<file path="config.mk">
export PLATFORM = sky130hd
export DESIGN_NAME = bcd_time_counter
export DESIGN_NICKNAME = d
export VERILOG_FILES = /design/src/rtl/clock_pkg.sv /design/src/rtl/bcd_mod_counter.sv /design/src/rtl/bcd_time_counter.sv
export SDC_FILE = /design/constraint.sdc
export NUM_CORES = 1
export LEC_CHECK = 0
export ABC_AREA = 1
export CORE_UTILIZATION = 30
export DETAILED_ROUTE_END_ITERATION = 10
export GPL_TIMING_DRIVEN = 0
export PLACE_DENSITY = 0.51
export SLEW_MARGIN = 20
export SYNTH_ARGS = -nofsm -noshare
export SYNTH_HDL_FRONTEND = slang
export SYNTH_SLANG_ARGS = --single-unit
</file>
<file path="constraint.sdc">
create_clock -name clk -period 2.8 [get_ports clk]
set_input_delay 0.84 -clock clk [delete_from_list [all_inputs] [get_ports clk]]
set_output_delay 0.84 -clock clk [all_outputs]
set_load 0.01 [all_outputs]
</file>
<file path="src/rtl/clock_pkg.sv">
// Shared constants, FSM state type and BCD helpers
// for the HH:MM:SS time-of-day counter.
package clock_pkg;

  localparam logic [7:0] BCD_MAX_SEC = 8'h59;
  localparam logic [7:0] BCD_MAX_MIN = 8'h59;
  localparam logic [7:0] BCD_MAX_H24 = 8'h23;
  localparam logic [7:0] BCD_MAX_H12 = 8'h12;

  localparam logic [1:0] ADJ_SS   = 2'd0;
  localparam logic [1:0] ADJ_MM   = 2'd1;
  localparam logic [1:0] ADJ_HH   = 2'd2;
  localparam logic [1:0] ADJ_NONE = 2'd3;

  typedef enum logic {
    RUN,
    CHECK
  } state_t;

  function automatic logic [7:0] bcd_inc(
    input logic [7:0] v
  );
    logic [7:0] r;
    if (v[3:0] == 4'd9) begin
      r = {v[7:4] + 4'd1, 4'd0};
    end else begin
      r = {v[7:4], v[3:0] + 4'd1};
    end
    return r;
  endfunction

  function automatic logic bcd_ok(
    input logic [7:0] v
  );
    return (v[7:4] <= 4'd9) &&
           (v[3:0] <= 4'd9);
  endfunction

endpackage

</file>
<file path="src/rtl/bcd_mod_counter.sv">
// Two-digit BCD field counter: wraps MAX->MIN,
// with parallel load and a carry on wrap.
module bcd_mod_counter
  import clock_pkg::*;
#(
  parameter logic [7:0] MAX = 8'h59,
  parameter logic [7:0] MIN = 8'h00,
  parameter logic [7:0] RST = 8'h00
) (
  input  logic       clk,
  input  logic       rst,
  input  logic       ld,
  input  logic [7:0] ld_val,
  input  logic       inc,
  output logic [7:0] val,
  output logic       carry
);

  logic at_max;

  assign at_max = (val == MAX);
  assign carry  = inc && at_max;

  always_ff @(posedge clk) begin
    if (rst) begin
      val <= RST;
    end else if (ld) begin
      val <= ld_val;
    end else if (inc) begin
      val <= at_max ? MIN : bcd_inc(val);
    end
  end

endmodule

</file>
<file path="src/rtl/bcd_time_counter.sv">
// HH:MM:SS BCD time-of-day counter with validated
// load handshake, field adjust and day wrap pulse.
module bcd_time_counter
  import clock_pkg::*;
#(
  parameter bit         H24    = 1'b1,
  parameter logic [7:0] RST_HH = 8'h00,
  parameter logic [7:0] RST_MM = 8'h00,
  parameter logic [7:0] RST_SS = 8'h00
) (
  input  logic       clk,
  input  logic       rst,
  input  logic       tick,
  input  logic       load_valid,
  output logic       load_ready,
  input  logic [7:0] load_hh,
  input  logic [7:0] load_mm,
  input  logic [7:0] load_ss,
  input  logic       load_pm,
  input  logic [1:0] adj_sel,
  input  logic       adj_inc,
  output logic [7:0] hh,
  output logic [7:0] mm,
  output logic [7:0] ss,
  output logic       pm,
  output logic       day_wrap,
  output logic       load_err
);

  localparam logic [7:0] HMAX =
    H24 ? BCD_MAX_H24 : BCD_MAX_H12;
  localparam logic [7:0] HMIN =
    H24 ? 8'h00 : 8'h01;

  state_t state, state_nxt;

  logic [7:0] cap_hh, cap_mm, cap_ss;
  logic       cap_pm;
  logic       hs, ok, hh_ok, commit;
  logic       adj, tk;
  logic       ss_inc, mm_inc, hh_inc;
  logic       ss_c, mm_c, hh_c;
  logic       ss_roll, mm_roll;
  logic       pm_flip, wrap;

  assign load_ready = (state == RUN);
  assign hs = load_valid && load_ready;

  always_ff @(posedge clk) begin
    if (rst) begin
      state <= RUN;
    end else begin
      state <= state_nxt;
    end
  end

  always_comb begin
    state_nxt = state;
    unique case (state)
      RUN:   if (hs) state_nxt = CHECK;
      CHECK: state_nxt = RUN;
      default: state_nxt = RUN;
    endcase
  end

  always_ff @(posedge clk) begin
    if (hs) begin
      cap_hh <= load_hh;
      cap_mm <= load_mm;
      cap_ss <= load_ss;
      cap_pm <= load_pm;
    end
  end

  // 12h mode has no hour zero
  assign hh_ok = H24 ?
    (cap_hh <= BCD_MAX_H24) :
    (cap_hh >= 8'h01 && cap_hh <= BCD_MAX_H12);

  assign ok = bcd_ok(cap_hh) &&
              bcd_ok(cap_mm) &&
              bcd_ok(cap_ss) &&
              (cap_mm <= BCD_MAX_MIN) &&
              (cap_ss <= BCD_MAX_SEC) &&
              hh_ok;

  assign commit = (state == CHECK) && ok;
  assign adj = !commit && adj_inc &&
               (adj_sel != ADJ_NONE);
  assign tk  = !commit && !adj && tick;

  assign ss_inc  = (adj && adj_sel == ADJ_SS) || tk;
  assign ss_roll = tk && ss_c;
  assign mm_inc  = (adj && adj_sel == ADJ_MM) || ss_roll;
  assign mm_roll = ss_roll && mm_c;
  assign hh_inc  = (adj && adj_sel == ADJ_HH) || mm_roll;

  bcd_mod_counter #(
    .MAX(BCD_MAX_SEC), .MIN(8'h00), .RST(RST_SS)
  ) u_ss (
    .clk(clk), .rst(rst), .ld(commit),
    .ld_val(cap_ss), .inc(ss_inc),
    .val(ss), .carry(ss_c)
  );

  bcd_mod_counter #(
    .MAX(BCD_MAX_MIN), .MIN(8'h00), .RST(RST_MM)
  ) u_mm (
    .clk(clk), .rst(rst), .ld(commit),
    .ld_val(cap_mm), .inc(mm_inc),
    .val(mm), .carry(mm_c)
  );

  bcd_mod_counter #(
    .MAX(HMAX), .MIN(HMIN), .RST(RST_HH)
  ) u_hh (
    .clk(clk), .rst(rst), .ld(commit),
    .ld_val(cap_hh), .inc(hh_inc),
    .val(hh), .carry(hh_c)
  );

  // only the tick chain moves pm, adjust never does
  assign pm_flip = !H24 && mm_roll && (hh == 8'h11);
  assign wrap = H24 ? (mm_roll && hh_c)
                    : (pm_flip && pm);

  always_ff @(posedge clk) begin
    if (rst) begin
      pm       <= 1'b0;
      day_wrap <= 1'b0;
      load_err <= 1'b0;
    end else begin
      day_wrap <= wrap;
      load_err <= (state == CHECK) && !ok;
      if (commit) begin
        pm <= H24 ? 1'b0 : cap_pm;
      end else if (pm_flip) begin
        pm <= !pm;
      end
    end
  end

endmodule

</file>
==> flow_summary.toml, run 1 <==
[hold_path]
timing.hold.worst.start = "u_ss.val[7]"
hold_class = "flip-flop to flip-flop"
min_to = "u_ss.val[7]"
holdPathStages = 2

[floorplanning]
std_cell_rows = 34
die-height_um = 97.0
num_io_pins = 60
start_util_pct = 31.0
core_area_mm2 = 0.00872
x_dimension_of_the_die_um = 97.0
fp.dieArea_mm2 = 0.00941

[final_layout]
post-route-cell-area_mm2 = 0.00353
layout.cells.non_filler = 523
final_nets = 458
diodes = 0
drive_gt1_share_pct = 6.75
fill_cells = 889
syn2layout_area_growth_pct = 30.5

[sta]
post-route-min-period_ns = 2.20
fin_crit_sh_pct = 78.5
final_hold_viol_count = 0
worst_slew_margin_rel_pct = 55.1
final.hold.worst_slack_ns = 0.536
max_freq_ghz = 0.455
rsz0062_at_grt = "false"
slew_at_the_pin_closest_to_its_max_slew_limit_ns = 0.673
final_max_slew_viol_count = 0
clock_skew_ns = 0.00489
setup-violations-final = 0

[global_route]
first_global_vias = 2123
grt_pass1_wl_mm = 10.1
antenna_found_initial = 0
grt_remaining_overflow = 0
grt.total_usage_pct = 13.5
pin_count_of_the_biggest_net_entering_global_routing = 25

[clock_tree]
cts-buffers-inserted = 5
worst_setup_hold_path_clk_slew_ns = 0.10
clkSinkCount = 51
cts.root.buffer_cell = "clkbuf_8"
postCtsSetupBuffers = 0
clock_tree_from_tritoncts = "done"
post_cts_resize_count = 0
post_cts_hold_buffer_count = 0
clk_path_buf_depth = 2
clk-insertion-delay-late_ns = 0.30
htree_levels = 2

[synth]
synth_fp_nets = 394
synth_top_cell_by_area = "edfxtp_1"
yosys-top-cells-area = "edfxtp_1, dfxtp_1, nand2_1"
ys_ff_latch = 51
count_of_yosys_warnings_during_synthesis = 0
syn_area_per_cell_um2 = 7.73
synth_top_area_share_pct = 26.6
syn-cell-area_mm2 = 0.00271
async_flop_share_pct = 0
dominantRegCellSynth = "dfxtp_1"
yosys.cell_count.top_type = "nand2_1"
ys_seq_area_share_pct = 46.6
yosys.cell_types.count = 28
synthTopCellsByCount = "nand2_1, nor2_1, inv_1"
synth-edff-count = 24
postSynthCellCount = 350

[routing]
detailroute.via_count = 2323
drt_iter0_markers = 115
wirelength_mm = 6.25
detailedRoute.firstPassIterationCount = 4
final_antenna_net_count = 0
route.detailed.wl_per_inst_um = 11.9
drcViolationCount = 0
route.detailed.vias_per_inst = 4.44

[critical_path]
crit_required_ns = 1.96
worstPathArrival_ns = 1.36
crit_path_end_kind = "primary output"
crit_slowest_cell = "clkdlybuf4s50_1"
reg2reg_to = "u_mm.val[6]"
timing.setup.critical_path_class = "flip-flop to primary output"
register_to_register_setup_slack_ns = 0.99
worstReg2RegStart = "cap_hh[3]"
setup.worst_path.start_class = "flip-flop"
crit_path_cell_trace = "inv_1, clkdlybuf4s50_1"
timing.reg2reg.worst_path_depth = 10
critical_path.max_fanout = 4
cpPeakStageDelay_ns = 0.56

[place]
dpl.hpwl_mm = 4.74
io_buffers = 57
placedInstanceArea_mm2 = 0.00342
numPlacedInstances = 515
place.gp.congestion = 0.769

[power]
power_leakage_nw = 1.58
maximum_vdd_drop_mv = 0.218
power-per-cell-area_mw_per_mm2 = 441

[run]
maxCapViolations = 0

[run_status]
run_status = "complete, no violations"
[routing by layer]
| layer | routed length (um) | GRT usage [%] | up-vias | part of all wire (%) |
|---|---|---|---|---|
| li1 | - | - | 1235 | - |
| met1 | 2950 | 17.4 | 1035 | 47 |
| met2 | 2930 | 22.4 | 51 | 47 |
| met3 | 330 | 3.40 | 2 | 5.3 |
| met4 | 42 | 3.44 | 0 | 0.67 |
| met5 | 0 | 0 | - | 0 |
[cell type report]
class	instances	area, um^2	share of cell area (%)
Sequential cell	51	1260	35.7
Timing Repair Buffer	57	571	16.2
Buffer	7	43.8	1.24
Multi-Input combinational cell	249	1250	35.3
Clock buffer	5	68.8	1.95
Inverter	43	161	4.57
Tap cell	108	135	3.83
Clock inverter	3	43.8	1.24
[cells by family after synthesis]
family / synth area share, %
buf+inv: 7.58
flops: 46.6
simple gates: 32.1
fa+ha+maj: 5.55
compound gates: 4.81
xor+xnor: 3.24
other cells: 0.139
[worst max-delay path, delay by kind of cell, from the launching register on]
kind / cells / cell delay [ns]
buf+inv: 2 / 0.69
flops: 1 / 0.37
[stage by stage]
| step | utilization (%) | TNS (ns) | worst slack (ns) | power [mW] |
|---|---|---|---|---|
| global placement | 39.1 | -10.91 | -0.455 | 1.05 |
| global route | 40.5 | 0 | 0.514 | 1.64 |
| finish | 40.5 | 0 | 0.602 | 1.56 |
| floorplan | - | 0 | 0.487 | 0.955 |
| CTS | 40.5 | 0 | 0.577 | 1.58 |
| detailed placement | 39.2 | 0 | 0.323 | 1.06 |
[cell usage in the layout, fill, tap and decap left out, types with 3 or more instances in the layout]
cell type,synthesis,routed
clkbuf_8,0,5
clkdlybuf4s50_1,0,57
dfxtp_1,27,27
edfxtp_1,24,24
ha_1,12,12
inv_1,40,40
inv_2,3,3
nand2_1,82,82
nand3_1,31,31
nand4_1,4,4
nor2_1,72,71
nor2_2,3,3
nor3_1,4,4
o21ai_0,17,17
o21ai_1,3,3
xor2_1,8,8
[report_power, final]
part | switching (mW) | internal (mW)
logic | 0.0922 | 0.0973
clock network | 0.254 | 0.267
registers | 0.0290 | 0.819
total | 0.375 | 1.18
[flip-flops by register name, summed over array words and instances, names as in the netlist]
name,flops
cap_hh,8
cap_mm,8
cap_ss,8
day_wrap,1
load_err,1
state,1
u_hh.val,8
u_mm.val,8
u_ss.val,8
[worst max-delay path by stage]
stage / start / to / slack (ns) / cells past startpoint
6_report: state / load_ready / 0.60 / 2
5_1_grt: state / load_ready / 0.51 / 2
4_1_cts: state / load_ready / 0.58 / 2
3_5_place_dp: adj_sel[1] / u_mm.val[5] / 0.32 / 10
3_3_place_gp: load_valid / cap_ss[3] / -0.46 / 3
2_1_floorplan: load_valid / cap_hh[0] / 0.49 / 2
(Power assumes the default switching activity.)
==> inputs of run 2 (changes only) <==
PLACE_DENSITY = 0.53   (was 0.51)
clock period = 1.99 ns   (was 2.8 ns; I/O delays follow)
==> run 2 against run 1 <==
  * Utilization grew 0.34 points
  * Worst hold slack gained 0.0044 ns
  * Largest cell class is now multi-input combinational cells
  * Cell count grew 0.38%
  * Flip-flop and latch count is the same
  * Count of clock-buffer cells in the layout grew 2
  * Via count grew 0.60%
  * Non-clock buffer count grew 2
  * Cell area grew 0.85%
  * Largest power group unchanged
  * Highest routed layer unchanged
  * Clock skew grew 0.0051 ns
==> flow_summary.toml, run 2 (same netlist as run 1, synthesis figures left out) <==
[run_status]
run_status = "complete, no violations"

[floorplanning]
die-height_um = 97.0
core_area_mm2 = 0.00872
num_io_pins = 60
fp.dieArea_mm2 = 0.00941
std_cell_rows = 34
start_util_pct = 31.0
x_dimension_of_the_die_um = 97.0

[critical_path]
crit_required_ns = 1.39
timing.setup.critical_path_class = "flip-flop to primary output"
crit_path_cell_trace = "clkdlybuf4s50_1"
worst-path-stages = 1
setup.worst_path.start_class = "flip-flop"
timing.reg2reg.worst_path_depth = 8
cp_num_buf_inv = 1
critical_path.max_fanout = 5
crit_slowest_cell = "clkdlybuf4s50_1"
crit_path_end_kind = "primary output"
critical-path-top-delay-family = "buffers and inverters"
cpPeakStageDelay_ns = 0.58
worstPathArrival_ns = 1.34

[power]
clkPwrFrac_pct = 33.1
netSwitchingFraction_pct = 23.8
intPower_mw = 1.67
power.sequential.fraction_pct = 54.5
netSwitchingPower_mw = 0.522
combinationalPowerShare_pct = 12.3
power_leakage_nw = 1.59
power-per-cell-area_mw_per_mm2 = 615
maximum_vdd_drop_mv = 0.427

[final_layout]
commonest_non_fill_non_tap_cell_in_the_layout = "nand2_1"
diodes = 0
multi_input_comb_area_mm2 = 0.00127
post-route-cell-area_mm2 = 0.00356
final_nets = 460
drive_gt1_share_pct = 7.91
seq_area_mm2 = 0.00126
syn2layout_area_growth_pct = 31.6
fill_cells = 896
layout_common_cells = "nand2_1, nor2_1, clkdlybuf4s50_1"

[clock_tree]
cts-buffers-inserted = 5
clkSinkCount = 51
clk-insertion-delay-late_ns = 0.30
clk_path_buf_depth = 2
clock_tree_from_tritoncts = "done"
worst_setup_hold_path_clk_slew_ns = 0.10
cts.root.buffer_cell = "clkbuf_8"
htree_levels = 2

[sta]
setup-violations-final = 0
post-route-min-period_ns = 1.93
total_negative_setup_slacks_ns = 0
slew_at_the_pin_closest_to_its_max_slew_limit_ns = 0.676
max_freq_ghz = 0.517
worst_slew_margin_rel_pct = 54.8
fin_crit_sh_pct = 97.1
final_max_slew_viol_count = 0
final_hold_viol_count = 0
rsz0062_at_grt = "true"
clock_skew_ns = 0.00997

[routing]
route.detailed.vias_per_inst = 4.45
drcViolationCount = 0
route.detailed.wl_per_inst_um = 11.9
wirelength_mm = 6.25
detailedRoute.firstPassIterationCount = 4
detailroute.via_count = 2337
drt_iter0_markers = 88
final_antenna_net_count = 0

[hold_path]
hold_class = "flip-flop to flip-flop"
holdPathStages = 2

[place]
dpl.hpwl_mm = 4.68
io_buffers = 57
place.gp.congestion = 0.790
placedInstanceArea_mm2 = 0.00342

[global_route]
pin_count_of_the_biggest_net_entering_global_routing = 25
first_global_vias = 2171
antenna_found_initial = 0
grt_pass1_wl_mm = 10.4
grt.total_usage_pct = 13.8
grt_remaining_overflow = 0

[run]
maxCapViolations = 0
==> run 2: worst paths after layout <==
kind	from	to	slack, ns
setup / recovery	u_ss.val[2]	ss[2]	0.06
hold / removal	u_ss.val[7]	u_ss.val[7]	0.54
setup reg to reg	u_ss.val[0]	u_mm.val[4]	0.20
hold reg to reg	u_ss.val[7]	u_ss.val[7]	0.54
==> run 2: tightest hold or removal path, stage by stage (launching register included) <==
cell and delay (ns):
dfxtp_1 0.36, nor2_1 0.11, nor2_1 0.05
==> run 2: area by class of cell <==
| class | count | area share (%) |
|---|---|---|
| sequential | 51 | 35.5 |
| clock inverter | 1 | 0.843 |
| tap | 108 | 3.79 |
| timing repair buffer | 59 | 16.4 |
| inverter | 43 | 4.53 |
| multi-input combinational | 249 | 35.5 |
| buffer | 7 | 1.23 |
| clock buffer | 7 | 2.14 |
==> run 2: power groups by stage <==
stage	clock, mW	sequential (mW)	combinational (mW)
after global routing	0.786	1.20	0.301
after global placement	0	1.22	0.265
final	0.726	1.19	0.270
after floorplan	0	1.22	0.128
after detailed placement	0	1.22	0.268
after CTS	0.741	1.19	0.270
==> run 2: stage by stage <==
stage / worst slack [ns] / cells / power [mW] / hold WS (ns) / util (%)
after detailed placement: -0.235 / 515 / 1.49 / 0.525 / 39.2
final: 0.0568 / 525 / 2.19 / 0.541 / 40.8
after CTS: 0.0277 / 523 / 2.21 / 0.540 / 40.4
after global routing: -0.00807 / 525 / 2.29 / 0.562 / 40.8
after floorplan: 0.326 / 350 / 1.34 / 0.513 / -
after global placement: -0.410 / 515 / 1.48 / 0.520 / 39.2
==> run 2: per-layer routing <==
layer / routed length, um / global-route usage, % / up-vias
met5: 0 / 0 / -
met4: 41 / 3.79 / 0
met3: 260 / 2.96 / 2
met2: 2840 / 21.9 / 52
met1: 3110 / 19.0 / 1045
li1: - / - / 1238
==> run 2: repair_timing <==
item | CTS | global route
setup endpoints to repair | 0 | 15
hold buffers | 0 | 0
gates resized for setup | 0 | 7
buffers inserted | 0 | 2
